### config.mk
export PLATFORM = sky130hd
export DESIGN_NAME = board_reset_seq
export DESIGN_NICKNAME = d
export VERILOG_FILES = /design/src/rtl/board_reset_pkg.sv /design/src/rtl/sync_2ff.sv /design/src/rtl/board_reset_seq.sv
export SDC_FILE = /design/constraint.sdc
export NUM_CORES = 1
export LEC_CHECK = 0
export BUFFER_PORTS_ARGS = -buffer_cell sky130_fd_sc_hd__buf_2
export CAP_MARGIN = 30
export CORE_MARGIN = 3
export CORE_UTILIZATION = 60
export CTS_CLUSTER_SIZE = 20
export DETAILED_ROUTE_END_ITERATION = 6
export GPL_ROUTABILITY_DRIVEN = 0
export HOLD_SLACK_MARGIN = 0.12
export PLACE_DENSITY_LB_ADDON = 0.12
export SLEW_MARGIN = 0
export SYNTH_ARGS = -nofsm -noshare
export SYNTH_HDL_FRONTEND = slang
export SYNTH_HIERARCHICAL = 1
export SYNTH_SLANG_ARGS = --single-unit
### constraint.sdc
create_clock -name clk -period 4.3 [get_ports clk]
set_clock_uncertainty 0.1 [all_clocks]
set_input_delay 0.86 -clock clk [delete_from_list [all_inputs] [get_ports clk]]
set_output_delay 0.86 -clock clk [all_outputs]
set_load 0.02 [all_outputs]
### src/rtl/board_reset_pkg.sv
// Shared definitions for the board reset-release sequencer.
//   state_e   : sequencer states
//   cnt_width : width of the shared cycle counter, large enough to hold the
//               longest of the hold, gap and ready-timeout intervals
package board_reset_pkg;

  typedef enum logic [2:0] {
    ST_HOLD,
    ST_RELEASE,
    ST_WAIT,
    ST_GAP,
    ST_DONE,
    ST_RETRY,
    ST_FAULT
  } state_e;

  function automatic int unsigned cnt_width(input int unsigned hold_cycles,
                                            input int unsigned stage_delay,
                                            input int unsigned timeout);
    int unsigned m;
    m = hold_cycles;
    if (stage_delay > m) m = stage_delay;
    if (timeout > m) m = timeout;
    return (m < 1) ? 1 : $clog2(m + 1);
  endfunction

endpackage

### src/rtl/sync_2ff.sv
// Two-flop synchroniser for one asynchronous level input.
//   clk_i  : destination clock
//   rst_ni : asynchronous active-low reset, clears both stages
//   d_i    : asynchronous input
//   q_o    : synchronised output, two clk_i edges after d_i changes
module sync_2ff (
  input  logic clk_i,
  input  logic rst_ni,
  input  logic d_i,
  output logic q_o
);

  logic meta_q;
  logic sync_q;

  always_ff @(posedge clk_i or negedge rst_ni) begin
    if (!rst_ni) begin
      meta_q <= 1'b0;
      sync_q <= 1'b0;
    end else begin
      meta_q <= d_i;
      sync_q <= meta_q;
    end
  end

  assign q_o = sync_q;

endmodule

### src/rtl/board_reset_seq.sv
// Multi-channel reset-release sequencer.
// Holds all channels in reset, releases them in index order with a gap,
// optionally waits for each channel's ready, and retries the whole sequence
// on timeout or ready loss until the retry budget is exhausted.
//   clk       : clock
//   rst_n     : asynchronous active-low reset
//   restart   : synchronous pulse, aborts and reruns from HOLD
//   ch_ready  : per-channel ready (asynchronous, synchronised here)
//   ch_rst_n  : per-channel active-low reset outputs (registered)
//   done      : all channels released and all waited channels ready
//   fault     : retries exhausted (sticky until restart / rst_n)
//   fault_ch  : channel that caused the last timeout or ready loss
//   retry_cnt : retries consumed in the current run
module board_reset_seq
  import board_reset_pkg::*;
#(
  parameter int unsigned       NUM_CH      = 4,
  parameter int unsigned       HOLD_CYCLES = 10,
  parameter int unsigned       STAGE_DELAY = 1000,
  parameter logic [NUM_CH-1:0] WAIT_MASK   = '1,
  parameter int unsigned       TIMEOUT     = 65535,
  parameter int unsigned       MAX_RETRIES = 3,
  localparam int unsigned      CH_W        = (NUM_CH > 1) ? $clog2(NUM_CH) : 1,
  localparam int unsigned      RC_W        = (MAX_RETRIES > 0) ? $clog2(MAX_RETRIES + 1) : 1
) (
  input  logic              clk,
  input  logic              rst_n,
  input  logic              restart,
  input  logic [NUM_CH-1:0] ch_ready,
  output logic [NUM_CH-1:0] ch_rst_n,
  output logic              done,
  output logic              fault,
  output logic [CH_W-1:0]   fault_ch,
  output logic [RC_W-1:0]   retry_cnt
);

  localparam int unsigned CNT_W = cnt_width(HOLD_CYCLES, STAGE_DELAY, TIMEOUT);

  localparam logic [CNT_W-1:0] HOLD_LAST = CNT_W'(HOLD_CYCLES - 1);
  localparam logic [CNT_W-1:0] GAP_LAST  = CNT_W'(STAGE_DELAY - 1);
  localparam logic [CNT_W-1:0] TO_LAST   = CNT_W'(TIMEOUT - 1);
  localparam logic [CH_W-1:0]  LAST_IDX  = CH_W'(NUM_CH - 1);
  localparam logic [RC_W-1:0]  RETRY_MAX = RC_W'(MAX_RETRIES);

  logic [NUM_CH-1:0] rdy;

  state_e            state_q, state_d;
  logic [CNT_W-1:0]  cnt_q, cnt_d;
  logic [CH_W-1:0]   idx_q, idx_d;
  logic [NUM_CH-1:0] ch_rst_n_q, ch_rst_n_d;
  logic              done_q, done_d;
  logic              fault_q, fault_d;
  logic [CH_W-1:0]   fault_ch_q, fault_ch_d;
  logic [RC_W-1:0]   retry_q, retry_d;

  logic              lost;
  logic [CH_W-1:0]   lost_ch;

  for (genvar g = 0; g < NUM_CH; g++) begin : g_sync
    sync_2ff u_sync (
      .clk_i  (clk),
      .rst_ni (rst_n),
      .d_i    (ch_ready[g]),
      .q_o    (rdy[g])
    );
  end

  // Lowest-index waited channel whose ready has dropped.
  always_comb begin
    lost    = 1'b0;
    lost_ch = '0;
    for (int unsigned i = 0; i < NUM_CH; i++) begin
      if (WAIT_MASK[i] && !rdy[i] && !lost) begin
        lost    = 1'b1;
        lost_ch = CH_W'(i);
      end
    end
  end

  // Channel resets are registered: the bit for a channel is set on the same
  // edge that enters RELEASE for it, so it reads 1 while RELEASE is active.
  always_comb begin
    state_d    = state_q;
    cnt_d      = cnt_q;
    idx_d      = idx_q;
    ch_rst_n_d = ch_rst_n_q;
    retry_d    = retry_q;
    fault_ch_d = fault_ch_q;

    unique case (state_q)
      ST_HOLD: begin
        if (cnt_q == HOLD_LAST) begin
          state_d       = ST_RELEASE;
          cnt_d         = '0;
          idx_d         = '0;
          ch_rst_n_d[0] = 1'b1;
        end else begin
          cnt_d = cnt_q + CNT_W'(1);
        end
      end

      ST_RELEASE: begin
        cnt_d = '0;
        if (WAIT_MASK[idx_q])       state_d = ST_WAIT;
        else if (idx_q == LAST_IDX) state_d = ST_DONE;
        else                        state_d = ST_GAP;
      end

      ST_WAIT: begin
        if (rdy[idx_q]) begin
          cnt_d   = '0;
          state_d = (idx_q == LAST_IDX) ? ST_DONE : ST_GAP;
        end else if (cnt_q == TO_LAST) begin
          cnt_d      = '0;
          state_d    = ST_RETRY;
          fault_ch_d = idx_q;
        end else begin
          cnt_d = cnt_q + CNT_W'(1);
        end
      end

      ST_GAP: begin
        if (cnt_q == GAP_LAST) begin
          cnt_d             = '0;
          state_d           = ST_RELEASE;
          idx_d             = idx_q + CH_W'(1);
          ch_rst_n_d[idx_d] = 1'b1;
        end else begin
          cnt_d = cnt_q + CNT_W'(1);
        end
      end

      ST_DONE: begin
        if (lost) begin
          cnt_d      = '0;
          state_d    = ST_RETRY;
          fault_ch_d = lost_ch;
        end
      end

      ST_RETRY: begin
        cnt_d      = '0;
        ch_rst_n_d = '0;
        if (retry_q < RETRY_MAX) begin
          retry_d = retry_q + RC_W'(1);
          state_d = ST_HOLD;
        end else begin
          state_d = ST_FAULT;
        end
      end

      ST_FAULT: begin
        cnt_d      = '0;
        ch_rst_n_d = '0;
      end

      default: begin
        state_d    = ST_HOLD;
        cnt_d      = '0;
        ch_rst_n_d = '0;
      end
    endcase

    // restart overrides every decision above, including a coincident
    // timeout or ready loss.
    if (restart) begin
      state_d    = ST_HOLD;
      cnt_d      = '0;
      idx_d      = '0;
      ch_rst_n_d = '0;
      retry_d    = '0;
      fault_ch_d = '0;
    end

    done_d  = (state_d == ST_DONE);
    fault_d = (state_d == ST_FAULT);
  end

  always_ff @(posedge clk or negedge rst_n) begin
    if (!rst_n) begin
      state_q    <= ST_HOLD;
      cnt_q      <= '0;
      idx_q      <= '0;
      ch_rst_n_q <= '0;
      done_q     <= 1'b0;
      fault_q    <= 1'b0;
      fault_ch_q <= '0;
      retry_q    <= '0;
    end else begin
      state_q    <= state_d;
      cnt_q      <= cnt_d;
      idx_q      <= idx_d;
      ch_rst_n_q <= ch_rst_n_d;
      done_q     <= done_d;
      fault_q    <= fault_d;
      fault_ch_q <= fault_ch_d;
      retry_q    <= retry_d;
    end
  end

  assign ch_rst_n  = ch_rst_n_q;
  assign done      = done_q;
  assign fault     = fault_q;
  assign fault_ch  = fault_ch_q;
  assign retry_cnt = retry_q;

endmodule
Word level (Yosys, flattened, before mapping) --
Cells that the tools add are included.
Storage, ports and cells: register bits after elaboration 39, logic and storage cells 112
Operators by class: muxes and demuxes 47, magnitude comparators 4, equality and inequality tests 19, reduce and logical (&&, ||, !) cells 21, bitwise gates (word level) 1, add/subtract/negate cells 3
Operators by type and width (number):
- $mux 16 | 6
- $pmux 16 s4 | 1
- $mux 3 | 9
- $mux 2 | 12
- $pmux 3 s7 | 1
- $add 16x1->16 const B | 1
- $eq 16x10->1 const B | 1
- $eq 16x16->1 const B | 1
- $eq 16x4->1 const B | 1
- $eq 3x3->1 const B | 5
- $ne 3x3->1 const B | 5
- $mux 1 | 9
- $mux 4 | 2
- $pmux 2 s2 | 2
- $eq 3x2->1 const B | 2
- $lt 2x3->1 const B | 2
- $pmux 3 s2 | 1
- $reduce_and 3->1 | 2
- $reduce_bool 3->1 | 2
- $logic_not 1->1 | 5
- $add 2x1->2 const B | 2
- $bmux 1 s2 | 2
- $logic_and 1x1->1 | 4
- $ne 2x1->1 const B | 2
- 13 further kinds | 15

Depth between registers and ports, before layout --
Gate-level depths: netlist of run 1.
word-level depth 13, depth in mapped cells 10

Hierarchy --
The synthesis of run 1 kept the hierarchy.
Modules (own cells, without submodules):
- board_reset_seq | cells each 213, instances 1, area an instance 1899.3 um2, sequential area each 775.7 um2
- sync_2ff | cells each 2, instances 4, area an instance 50.0 um2, sequential area each 50.0 um2

Least setup slack after synthesis of run 1 --
OpenSTA, ideal clock, no wires.
path kind reg2reg, from reg idx_q[0], to reg cnt_q[10], buffers on the path 2, clock period less this slack 2210 ps, stages on the path, launching flop included 9, arrival time 2028 ps, library setup time 82 ps, path slack 2090 ps, required time 4118 ps, cell sequence dfrtp_1 -> mux4_2 -> and3b_2 -> a21bo_4 -> a21boi_2 -> buf_6 -> buf_8 -> nand2_2 -> a31oi_1
Between the ends: cells in the longest elaborated chain, start to end 5
RTL lines:
- from (decl) | line board_reset_seq.sv:49 | logic [CH_W-1:0] idx_q, idx_d;
- from (signal assigned) | line board_reset_seq.sv:192 | idx_q <= idx_d;
- $bmux 1 s2 | line board_reset_seq.sv:110 | if (rdy[idx_q]) begin
- $mux 1 (implied by the code) | line board_reset_seq.sv:110
- $mux 16 | line board_reset_seq.sv:110
- $pmux 16 s4 | line board_reset_seq.sv:90 | unique case (state_q)
- $mux 16 | line board_reset_seq.sv:166 | if (restart) begin
- to (signal assigned) | line board_reset_seq.sv:191 | cnt_q <= cnt_d;
- to (decl) | line board_reset_seq.sv:48 | logic [CNT_W-1:0] cnt_q, cnt_d;
No other way between the ends. The select of a mux whose other input is x is not followed. A chain may end at the register's enable or synchronous reset.

Final worst setup path of run 1 --
from reg idx_q[0], to reg cnt_q[9]
The elaborated chain is that of the path after synthesis.

==> results of run 1 <==
[cell type report]
| type | instances | share of cell area |
|---|---|---|
| Clock inverter | 1 | 0.00223 |
| Multi-Input combinational cell | 163 | 0.463 |
| Sequential cell | 39 | 0.435 |
| Clock buffer | 6 | 0.0229 |
| Tap cell | 44 | 0.0245 |
| Inverter | 8 | 0.0134 |
| Timing Repair Buffer | 17 | 0.0390 |
[cell families after synthesis]
kind of cell / count (synthesis) / share of synthesized area
compound gates: 44 / 0.153
flops: 39 / 0.465
mux: 2 / 0.0155
simple gates: 107 / 0.268
buf+inv: 19 / 0.0429
xor+xnor: 1 / 0.00417
fa+ha+maj: 9 / 0.0524
[routing by layer]
metal | wire (um) | vias to the layer above | share of wire | global-route usage
li1 | - | 842 | - | -
met1 | 1910 | 849 | 0.44 | 0.327
met2 | 2060 | 71 | 0.48 | 0.355
met3 | 268 | 7 | 0.062 | 0.0479
met4 | 60 | 0 | 0.014 | 0.0803
met5 | 0 | - | 0 | 0
[state kept, by name (all words and copies together), names as in the netlist]
register / cells
g_sync.u_sync/meta_q: 4
state_q: 3
g_sync.u_sync/q_o: 4
fault_ch: 2
ch_rst_n: 4
cnt_q: 16
done: 1
fault: 1
retry_cnt: 2
idx_q: 2
[cells in the mapped netlist (2+ instances only)]
cell type	number	area share
nand3b_1	2	0.0071
a221o_1	5	0.024
nor3_1	16	0.038
nand2_2	2	0.0060
o21ai_1	2	0.0048
inv_1	8	0.014
nor3b_1	2	0.0071
nor4_1	3	0.0089
nor2b_1	5	0.015
nand4_1	4	0.012
a211oi_1	2	0.0071
a22o_1	3	0.013
nand3_1	19	0.045
a32oi_1	2	0.0083
ha_1	8	0.048
nand2_1	21	0.038
nor2_1	13	0.023
clkbuf_1	9	0.016
a41oi_1	2	0.0083
nand2b_1	2	0.0060
o21ai_0	6	0.014
a31oi_1	3	0.0089
a21oi_1	10	0.024
and3_1	12	0.036
dfrtp_1	39	0.46
and4_1	2	0.0083
[power groups by stage]
stage / clock network [mW] / logic, mW / registers, mW
after floorplan: 0 / 0.0302 / 0.395
after global placement: 0 / 0.0409 / 0.397
after detailed placement: 0 / 0.0430 / 0.398
after CTS: 0.192 / 0.0431 / 0.391
after global routing: 0.207 / 0.0480 / 0.394
final: 0.186 / 0.0424 / 0.391
[path summary, 6_finish.rpt]
kind                                          from  cells past startpoint  slack (ps)                    to
setup / recovery                          idx_q[0]                      6        1480              cnt_q[9]
hold / removal             g_sync[3].u_sync/meta_q                      0         260  g_sync[3].u_sync/q_o
setup reg to reg                          idx_q[0]                      6        1480              cnt_q[9]
hold reg to reg            g_sync[3].u_sync/meta_q                      0         260  g_sync[3].u_sync/q_o
max in group asynchronous                    rst_n                      1        3080           ch_rst_n[0]
min in group asynchronous                    rst_n                      1         490             cnt_q[13]
[metrics by stage]
| step | total power [mW] | setup slack (ps) | instances |
|---|---|---|---|
| after floorplan | 0.425 | 2090 | 221 |
| after global placement | 0.438 | 1640 | 271 |
| after detailed placement | 0.441 | 1500 | 271 |
| after CTS | 0.626 | 1470 | 278 |
| after global routing | 0.649 | 1270 | 278 |
| final | 0.619 | 1480 | 278 |
==> out/qor.yml, run 1 <==
fin_tns_setup_ps: 0
slew_headroom: 0.398
tightest_slew_ps: 898
dp_hpwl_mm: 3.13
post_cts_resize_count: 0
grt_pass1_wl_mm: 7.66
pwr-share-comb: 0.068
postPlaceCellArea_um2: 2190
grt_max_degree: 40
insertion_delay_ps: 340
ys_seq_area_frac: 0.465
io-pin-count: 17
core_area_um2: 3200
drive_above_1_share: 0.141
synthesis.nets: 236
max_freq_ghz: 0.355
clk_path_buf_depth: 2
p_seq_frac: 0.631
cts_setup_buffers: 0
cts_inserted_buffers: 5
antennaDiodeCount: 0
cp.arrival_ps: 2990
routed_via_density: 6.36
ant_nets: 0
hold_path.class: "flop to flop"
cp_num_buf_inv: 0
wirelength_mm: 4.29
startpoint_type: "flop"
portBuffers: 16
pwr-share-clk: 0.300
syn_to_final_growth_pct: 6.85
cts-hold-fix-buffers: 0
avgRoutedWirePerCell_um: 15.4
firstDrtPassIters: 5
cts_root_buf: "clkbuf_4"
multi_input_area_um2: 1040
fillCellCount: 274
syn-cell-area_um2: 2100
cts_tree: "built"
layout.cells.most_common: "dfrtp_1"
path_class: "flop to flop"
seqCellArea_um2: 976
period_share: 0.655
power_density_nw_per_um2: 276
dieWidth_um: 65.2
slowest_delay_ps: 710
status: "completed"
stdcell_area_um2: 2240
yosys_warnings: 6
final_cell_mix: "dfrtp_1 (39), nand2_1 (21), nand3_1 (19)"
path_clk_slew_ps: 110
overflow: 0
vias: 1769
critPathSlowestCell: "a21boi_2"
drv_cap: 0
drc: 0
clock-sinks: 39
layout.nets: 249
swShare: 0.241
synth_edf_count: 0
ys_ff_latch: 39
async_reset_ff_frac: 1.00
dieArea_um2: 4250
grt.total_usage: 0.231
rsz0062_at_grt: "no"
synthFlopType: "dfrtp_1"
hold_viol: 0
p_leak_nw: 1.05
path_delay_family: "compound AO/OA/AOI/OAI gates"
worstSetupEndpointType: "flop"
path_max_fanout: 23
final_max_slew_viol_count: 0
htree_levels: 2
setup-violations-final: 0
period_minus_slack_ps: 2820
die_h_um: 65.2
cp.required_ps: 4470
antenna_found_initial: 0
hold_slack_ps: 257
synth_cell_type_count: 45
start_util: 0.655
drt_iter0_markers: 241
syn_inst: 221
p_int_mw: 0.470
crit_chain: "mux4_2 > and3b_2 > a21bo_4 > a21boi_2 > a41oi_1 > a31oi_1"
avgSynthCellArea_um2: 9.50
switchingPower_mw: 0.149
row_count: 20
grt_pass1_vias: 1632
max-vdd-ir-drop_mv: 0.238
post-route-util: 0.700
Note: power is estimated with default switching activity, not from simulation.
==> run 2, diff against run 1 <==
- ABC_AREA: unset -> 1
- clock period: 4.3 -> 2.7 ns (I/O delays scaled with it)
==> run 2 against run 1 <==
  * Global-route usage is 0.69 points lower
  * Sequential power increased by 55%
  * Setup slack worse by 790 ps
  * Critical path depth increased by 2
  * Utilization fell by 1.6 points
  * Worst hold slack lost 16 ps
  * Critical endpoint is now cnt_q[15]
  * Via count is 7.9% higher
  * Fmax up 40%
  * Final cell count grew 27%
  * First-iteration DRC count decreased by 38%
  * Sequential share of layout area decreased by 5.1 points
==> out/qor.yml, run 2 <==
overflow: 0
io-pin-count: 17
critPathSlowestCell: "dfrtp_1"
clk_path_buf_depth: 2
avgRoutedWirePerCell_um: 12.9
htree_levels: 2
layout.nets: 320
post_cts_resize_count: 0
placedCellCount: 346
clock-sinks: 39
ant_nets: 0
final_max_slew_viol_count: 0
synth_common_cells: "nand2_1 (58), dfrtp_1 (39), inv_1 (36)"
hold_slack_ps: 241
core_area_um2: 3720
fin_cells: 354
grt_pass1_wl_mm: 7.81
postPlaceCellArea_um2: 2430
path_class: "flop to flop"
yosysTopAreaCellShare: 0.416
cp.required_ps: 2770
cp_num_buf_inv: 2
cts-hold-fix-buffers: 0
dieWidth_um: 68.5
cts_root_buf: "clkbuf_8"
hold_viol: 0
final_cell_mix: "nand2_1 (58), dfrtp_1 (39), inv_1 (36)"
yosys_warnings: 6
drv_cap: 0
rsz0062_at_grt: "no"
antenna_found_initial: 0
worstSetupEndpointType: "flop"
die_h_um: 68.5
insertion_delay_ps: 290
antennaDiodeCount: 0
cts_setup_buffers: 0
status: "completed"
portBuffers: 16
synth_most_common_cell: "nand2_1"
cts_inserted_buffers: 5
stdcell_area_um2: 2540
period_minus_slack_ps: 2010
dr_wl_met3_um: 235
post-route-util: 0.684
total_power_mw: 1.16
path_clk_slew_ps: 80
synth_edf_count: 0
dieArea_um2: 4700
fin_tns_setup_ps: 0
slew_headroom: 0.444
dp_hpwl_mm: 3.44
vias: 1908
wl_met2_mm: 1.99
setup-violations-final: 0
drive_above_1_share: 0.183
start_util: 0.631
max-vdd-ir-drop_mv: 0.332
avgSynthCellArea_um2: 8.17
grt_max_degree: 40
slowest_delay_ps: 570
path_delay_family: "simple AND/OR/NAND/NOR gates"
layout.cells.most_common: "nand2_1"
path_max_fanout: 24
pre_cts_ws_ps: 639
tightest_slew_ps: 835
syn_to_final_growth_pct: 8.37
startpoint_type: "flop"
grt.total_usage: 0.224
syn-cell-area_um2: 2350
hold_path.class: "input pin to async pin"
period_share: 0.744
top_layer: "met4"
cp.arrival_ps: 2080
routed_via_density: 5.39
ys_ff_latch: 39
crit_chain: "inv_2 > nor2_8 > nand3_4 > nand3_1 > inv_1 > nand2_1 > xor2_1 > a21oi_2"
yosysTopAreaCell: "dfrtp_1"
synth_cell_type_count: 37
power_density_nw_per_um2: 458
drc: 0
cts_tree: "built"
row_count: 22
wirelength_mm: 4.58
wl_met1_mm: 2.25
max_freq_ghz: 0.498
p_leak_nw: 1.23
ys_seq_area_frac: 0.416
top_register: "cnt_q"
firstDrtPassIters: 4
async_reset_ff_frac: 1.00
grt_pass1_vias: 1738
syn_inst: 287
setup_ws_ps: 690
drt_iter0_markers: 150
largest_register_ffs: 16
synth_area_leaders: "dfrtp_1 (42%), nand2_1 (9.3%), inv_1 (5.8%)"
synthesis.nets: 302
synthFlopType: "dfrtp_1"
==> run 2: area by class of cell <==
| cell class | count | area, um^2 |
|---|---|---|
| repair buffers | 16 | 80.1 |
| clock inverters | 3 | 43.8 |
| fillers | 322 | 1170 |
| flip-flops and latches | 39 | 976 |
| inverters | 42 | 158 |
| well taps | 48 | 60.1 |
| multi-input cells | 201 | 1160 |
| clock buffers | 5 | 68.8 |
==> run 2: report_power, final <==
| group | leakage, nW | internal, mW | switching [mW] |
|---|---|---|---|
| Clock | 0.0581 | 0.275 | 0.205 |
| Combinational | 0.654 | 0.0250 | 0.0520 |
| Sequential | 0.522 | 0.596 | 0.0111 |
| Total | 1.23 | 0.896 | 0.268 |
==> run 2: routing by layer <==
layer / GRT usage / up-vias
li1: - / 957
met1: 0.320 / 892
met2: 0.327 / 48
met3: 0.0486 / 11
met4: 0.0943 / 0
met5: 0 / -
==> run 2: worst paths after layout <==
check | startpoint | endpoint | slack, ps | cells past startpoint
worst min register to register | g_sync[2].u_sync/meta_q | g_sync[2].u_sync/q_o | 250 | 0
worst max-delay path | state_q[2] | cnt_q[15] | 690 | 8
max in group asynchronous | rst_n | cnt_q[11] | 1730 | 1
min in group clk | ch_ready[2] | g_sync[2].u_sync/meta_q | 250 | 1
worst min-delay path | rst_n | ch_rst_n[3] | 240 | 1
worst max register to register | state_q[2] | cnt_q[15] | 690 | 8
==> run 2: kinds of logic (layout without fill, tap and decap cells) <==
family	count (synthesis)	after routing	synth area share
and+or+nand+nor	136	136	0.285
xor gates and xnor gates	8	8	0.0299
buffers and inverters	47	66	0.0912
adders and majority gates	8	8	0.0427
DFF	39	39	0.416
AOI/OAI and AO/OA	49	49	0.135
